### config.mk
export PLATFORM = sky130hd
export DESIGN_NAME = robertson_mult_ctrl
export DESIGN_NICKNAME = d
export VERILOG_FILES = /design/src/rtl/robertson_mult_ctrl.sv
export SDC_FILE = /design/constraint.sdc
export NUM_CORES = 1
export LEC_CHECK = 0
export ABC_CLOCK_PERIOD_IN_PS = 1500
export BUFFER_PORTS_ARGS = -buffer_cell sky130_fd_sc_hd__buf_2
export CAP_MARGIN = 0
export CORE_AREA = 2 2 39 41
export DETAILED_ROUTE_END_ITERATION = 16
export DIE_AREA = 0 0 41 43
export SLEW_MARGIN = 20
export SYNTH_ARGS = -nofsm -noshare
export SYNTH_HDL_FRONTEND = slang
export SYNTH_SLANG_ARGS = --single-unit
### constraint.sdc
create_clock -name clk -period 1.5 [get_ports clk]
set_input_delay 0.225 -clock clk [delete_from_list [all_inputs] [get_ports clk]]
set_output_delay 0.225 -clock clk [all_outputs]
set_load 0.1 [all_outputs]
### src/rtl/robertson_mult_ctrl.sv
// Control sequencer for a Robertson two's-complement shift-add multiplier.
// Moore FSM driving the datapath enables, the shift-in mux selects and a start/busy/done handshake.
module robertson_mult_ctrl #(
    parameter int unsigned N = 8
) (
    input  logic       clk,
    input  logic       reset,
    input  logic       start,
    input  logic       q0,
    input  logic       m_msb,
    output logic       ld_m,
    output logic       ld_q,
    output logic       clr_a,
    output logic       f_clr,
    output logic       f_ld,
    output logic       add_en,
    output logic       sub_en,
    output logic       shift_en,
    output logic [2:0] a_sel,
    output logic [2:0] q_sel,
    output logic       busy,
    output logic       done
);

    localparam int unsigned CW = $clog2(N);
    localparam logic [CW-1:0] LAST = CW'(N - 1);

    localparam logic [2:0] SEL_A_F    = 3'd1;
    localparam logic [2:0] SEL_Q_A0   = 3'd0;
    localparam logic [2:0] SEL_IDLE   = 3'd5;

    typedef enum logic [2:0] {
        S_IDLE,
        S_LOAD,
        S_TEST,
        S_ADD,
        S_SUB,
        S_SHIFT,
        S_DONE
    } state_e;

    state_e        state_q, state_d;
    logic [CW-1:0] cnt_q, cnt_d;

    // The multiplicand sign only feeds the F update inside the datapath.
    logic unused_m_msb;
    assign unused_m_msb = m_msb;

    always_ff @(posedge clk) begin
        if (reset) begin
            state_q <= S_IDLE;
            cnt_q   <= '0;
        end else begin
            state_q <= state_d;
            cnt_q   <= cnt_d;
        end
    end

    // Counter saturates at N-1 on the final shift so it never wraps mid-operation.
    always_comb begin
        state_d = state_q;
        cnt_d   = cnt_q;
        case (state_q)
            S_IDLE: begin
                if (start) begin
                    state_d = S_LOAD;
                end
            end
            S_LOAD: begin
                cnt_d   = '0;
                state_d = S_TEST;
            end
            S_TEST: begin
                if (!q0) begin
                    state_d = S_SHIFT;
                end else if (cnt_q == LAST) begin
                    state_d = S_SUB;
                end else begin
                    state_d = S_ADD;
                end
            end
            S_ADD:   state_d = S_SHIFT;
            S_SUB:   state_d = S_SHIFT;
            S_SHIFT: begin
                if (cnt_q == LAST) begin
                    state_d = S_DONE;
                end else begin
                    cnt_d   = cnt_q + 1'b1;
                    state_d = S_TEST;
                end
            end
            S_DONE:  state_d = S_IDLE;
            default: state_d = S_IDLE;
        endcase
    end

    always_comb begin
        ld_m     = 1'b0;
        ld_q     = 1'b0;
        clr_a    = 1'b0;
        f_clr    = 1'b0;
        f_ld     = 1'b0;
        add_en   = 1'b0;
        sub_en   = 1'b0;
        shift_en = 1'b0;
        a_sel    = SEL_IDLE;
        q_sel    = SEL_IDLE;
        busy     = 1'b0;
        done     = 1'b0;
        case (state_q)
            S_LOAD: begin
                ld_m  = 1'b1;
                ld_q  = 1'b1;
                clr_a = 1'b1;
                f_clr = 1'b1;
                busy  = 1'b1;
            end
            S_TEST: busy = 1'b1;
            S_ADD: begin
                add_en = 1'b1;
                f_ld   = 1'b1;
                busy   = 1'b1;
            end
            S_SUB: begin
                sub_en = 1'b1;
                busy   = 1'b1;
            end
            S_SHIFT: begin
                shift_en = 1'b1;
                a_sel    = SEL_A_F;
                q_sel    = SEL_Q_A0;
                busy     = 1'b1;
            end
            S_DONE:  done = 1'b1;
            default: ;
        endcase
    end

endmodule

=== Word-level counts from Yosys, hierarchy flattened ===
Cells that the tools add are included.
W data, S select, Z words.

* Register bits: 6
* Input port bits: 5
* Output and inout port bits: 16
* Word-level logic and storage cells: 32

* Add/subtract/negate cells: 1
* Equal/unequal tests: 9
* Mux-type cells: 15
* Reduce and logical (&&, ||, !) cells: 5

{| class="wikitable"
|+ Operators with widths
! operator !! number
|-
| $mux W3 || 7
|-
| $pmux W3 S5 || 1
|-
| $eq A3 B3 Y1 const B || 4
|-
| $eq A3 B2 Y1 const B || 2
|-
| $mux W1 || 6
|-
| $pmux W3 S2 || 1
|-
| $reduce_or A5 Y1 || 1
|-
| $ne A2 B2 Y1 const B || 2
|-
| $add A3 B1 Y3 const B || 1
|-
| $eq A3 B1 Y1 const B || 1
|-
| $logic_not A3 Y1 || 1
|-
| $reduce_and A2 Y1 || 1
|-
| $reduce_bool A2 Y1 || 1
|-
| $reduce_or A2 Y1 || 1
|}

=== Logic depth before layout (Yosys ltp) ===
* Depth in word-level cells: 4
* Depth in mapped cells: 5
* Depth with buffers taken out: 5

=== Worst setup path after synthesis ===
No wires, ideal clock.

* Path kind: flip-flop to output port
* Start point: register state_q[2]
* End point: output port sub_en
* Data arrival time: 2.564 ns
* Required time: 1.275 ns
* Slack: -1.289 ns
* Stages on the path, launching flop included: 3
* Buffers on the path: 0
* Cell sequence: dfxtp_1 inv_1 nor3_1

* Word-level cells in the longest chain between the ends: 2

{| class="wikitable"
|+ RTL lines
! what !! line !! source
|-
| start, declared || 42 || <nowiki>state_e state_q, state_d;</nowiki>
|-
| start signal, assigned || 54 || <nowiki>state_q <= state_d;</nowiki>
|-
| $eq A3 B3 Y1 || 110 || <nowiki>case (state_q)</nowiki>
|-
| $mux W1 || 110 ||
|-
| end, declared || 17 || <nowiki>output logic sub_en,</nowiki>
|}

Every way passes these cells.

=== Worst setup path after layout ===
* Start point: register state_q[1]
* End point: output port shift_en

* Word-level cells in the longest chain between the ends: 2

{| class="wikitable"
|+ RTL lines
! what !! line !! source
|-
| $eq A3 B3 Y1 || 110 ||
|-
| $mux W1 || 110 ||
|-
| end, declared || 18 || <nowiki>output logic shift_en,</nowiki>
|}

Every way passes these cells.

==> results.sh <==
export IMPL_outcome="completed"
export IMPL_cts_root_buf="clkbuf_4"
export IMPL_io_pins=21
export IMPL_hold_viol_final=0
export IMPL_cp_end_kind="output port"
export IMPL_place_congestion=0.726
export IMPL_worstRegToRegCells=5
export IMPL_seq_area_frac_synth=0.267
export IMPL_die_w_microns=41
export IMPL_worstReg2RegEnd="cnt_q[0]$_SDFFE_PP0P_"
export IMPL_fp_row_count=14
export IMPL_cp_slowest_cell="dfxtp_2"
export IMPL_grt_setup_unrepaired="false"
export IMPL_drv_cap=0
export IMPL_r2r_slack_ns=0.16
export IMPL_area_growth_pct=64.1
export IMPL_cp_top_family="simple AND/OR/NAND/NOR gates"
export IMPL_min_path_cells=2
export IMPL_die_area_sq_mm=0.00176
export IMPL_fmax_ghz=0.698
export IMPL_async_flop_share=0
export IMPL_synth_warnings=0
export IMPL_ys_flop_type="dfxtp_1"
export IMPL_hpwl_microns=670
export IMPL_cp_max_fo=4
export IMPL_layout_drive_gt1_share=0.580
export IMPL_dp_slack_ns=0.129
export IMPL_grt_max_degree=11
export IMPL_port_buffers=16
export IMPL_first_pass_iters=1
export IMPL_total_power_mw=0.708
export IMPL_whs_endpoint="cnt_q[2]$_SDFFE_PP0P_"
export IMPL_cts_max_path_buffers=2
export IMPL_synthCells=55
export IMPL_fin_crit_sh=0.955
export IMPL_route_vias_total=402
export IMPL_worstPathRequired_ns=1.27
export IMPL_synth_edf_count=0
export IMPL_irDropWorstVdd_mv=0.477
export IMPL_layout_min_cycle_time_ns=1.43
export IMPL_ys_seq_elements=6
export IMPL_grt_pass1_wl_microns=1480
export IMPL_syn_area_sq_um=449
export IMPL_n_antenna_cell=0
export IMPL_clock_sinks=6
export IMPL_synth_most_common_cell="buf_4"
export IMPL_drc=0
export IMPL_min_from="reset"
export IMPL_startpoint_type="flip-flop"
export IMPL_fillers=134
export IMPL_drt_iter0_drc=0
export IMPL_htree_levels=1
export IMPL_grt_pass1_vias=350
export IMPL_slowest_delay_ns=0.31
export IMPL_core_area_sq_mm=0.00138
export IMPL_register_area_sq_um=125
export IMPL_holdCritPathClass="in2reg"
export IMPL_leakagePower_nw=0.303
export IMPL_vias_per_cell=4.73
export IMPL_crit_buf_inv=2
export IMPL_cp_cell_sequence="nand2b_4 -> or2_4 -> clkinvlp_4 -> buf_12"
export IMPL_grt_util_all_layers=0.128
export IMPL_synth_cell_types=24
export IMPL_worst_ep_arrival_time_ns=1.21
export IMPL_skew_ns=0.00376
export IMPL_clk_latency_ns=0.24
export IMPL_netlist_area_leader_share=0.267
export IMPL_clkSlewWorstSetupHoldPaths_ns=0.04
export IMPL_hold_buffers=0
export IMPL_critPathKind="reg2out"
export IMPL_start_util=0.325
export IMPL_grt_overflow_total=0
export IMPL_layout_setup_ws_ns=0.0672
export IMPL_timing_rr_start="cnt_q[0]$_SDFFE_PP0P_"
export IMPL_fin_util=0.533
export IMPL_synth_area_leaders="dfxtp_1, buf_4, a21oi_1, ha_1, buf_6"
export IMPL_slew_viol_final=0
export IMPL_final_net_count=78
export IMPL_power_density_mw_per_mm2=961
export IMPL_grt_antenna_before_repair=0
export IMPL_fp_dieH_microns=43
export IMPL_multi_input_area_sq_um=272
export IMPL_setup_viol=0
export IMPL_cts_made_buffers=3
export IMPL_yosysTopAreaCell="dfxtp_1"
export IMPL_cts_tree="yes"
export IMPL_wl_microns=835
export IMPL_wl_per_cell_microns=9.82
export IMPL_avgSynthCellArea_sq_um=8.17
export IMPL_synth_common_cells="buf_4, dfxtp_1, a21oi_1"
export IMPL_postRouteAntennaNets=0
[cells by family (layout without fill, tap and decap cells)]
group	after synthesis	in the layout	synth area share
AND/OR/NAND/NOR	19	19	0.279
buffers and inverters	15	28	0.234
AO/OA/AOI/OAI	11	11	0.148
flip-flops	6	6	0.267
adder cells (fa/ha/maj)	2	2	0.0557
other	2	3	0.0167
[area by class of cell]
cell class	count	share of cell area
Clock buffer	3	0.0306
Inverter	4	0.0255
Multi-Input combinational cell	35	0.368
Sequential cell	6	0.170
Tap cell	16	0.0272
Timing Repair Buffer	21	0.379
[per-layer routing]
| layer | wire (microns) | up-vias | GRT usage |
|---|---|---|---|
| li1 | - | 202 | - |
| met3 | 61 | 4 | 0.0471 |
| met4 | 17 | 0 | 0.0800 |
| met2 | 449 | 16 | 0.197 |
| met1 | 307 | 180 | 0.140 |
| met5 | 0 | - | 0 |
[flip-flops by register name, indices dropped and copies added, names as in the netlist]
name,flops
state_q,3
cnt_q,3
[cells in the final DEF (no fill, tap or decap)]
master	n
a211o_2	1
a21o_1	1
a21oi_1	4
a21oi_2	2
and2_1	1
and3_2	1
and4bb_2	1
buf_12	10
buf_2	3
buf_4	7
buf_6	1
clkbuf_4	3
clkinvlp_4	1
conb_1	3
dfxtp_1	4
dfxtp_2	1
dfxtp_4	1
ha_1	2
inv_1	2
inv_2	1
nand2_1	3
nand2b_1	1
nand2b_4	1
nand3_1	2
nand4b_1	1
nor2_1	1
nor2_4	2
nor3_4	2
nor3b_2	1
o21ai_0	3
or2_4	1
or3b_1	1
[worst reg2reg max path: cells and delay by family, from the launching register on]
family	cells	cell delay, ns
AO/OA/AOI/OAI	1	0.13
adder cells (fa/ha/maj)	2	0.43
flip-flops	1	0.31
AND/OR/NAND/NOR	2	0.40
[repair_timing]
item                                   4_1_cts  5_1_grt
endpoints found under the hold margin        0        0
pin swaps                                    0        1
setup endpoints to repair                    9        5
setup buffers                                0        1
resized for setup                            6        3
[through the flow]
step / area [sq um] / hold slack (ns) / setup TNS (ns) / std cells
floorplan: 517 / 0.294 / -1.19 / 56
global placement: 681 / 0.440 / 0 / 81
detailed placement: 681 / 0.442 / 0 / 81
CTS: 719 / 0.178 / 0 / 84
global route: 737 / 0.179 / 0 / 85
finish: 737 / 0.185 / 0 / 85
[worst max-delay path by stage]
stage                                 start  endpoint  slack, ns  cells after the start
floorplan           state_q[1]$_SDFFE_PP0P_     f_clr      -0.19                      4
global placement    state_q[0]$_SDFFE_PP0P_  a_sel[2]       0.14                      3
detailed placement  state_q[0]$_SDFFE_PP0P_  a_sel[2]       0.13                      3
CTS                 state_q[1]$_SDFFE_PP0P_  shift_en       0.01                      4
global route        state_q[2]$_SDFFE_PP0P_  shift_en       0.01                      4
finish              state_q[1]$_SDFFE_PP0P_  shift_en       0.07                      4
[power breakdown]
group / leakage, nW / internal, mW / switching, mW / total, mW
registers: 0.0497 / 0.168 / 0.00767 / 0.175
logic: 0.240 / 0.126 / 0.262 / 0.388
clock network: 0.0138 / 0.0902 / 0.0544 / 0.145
Power figures use the tool's default switching activity.
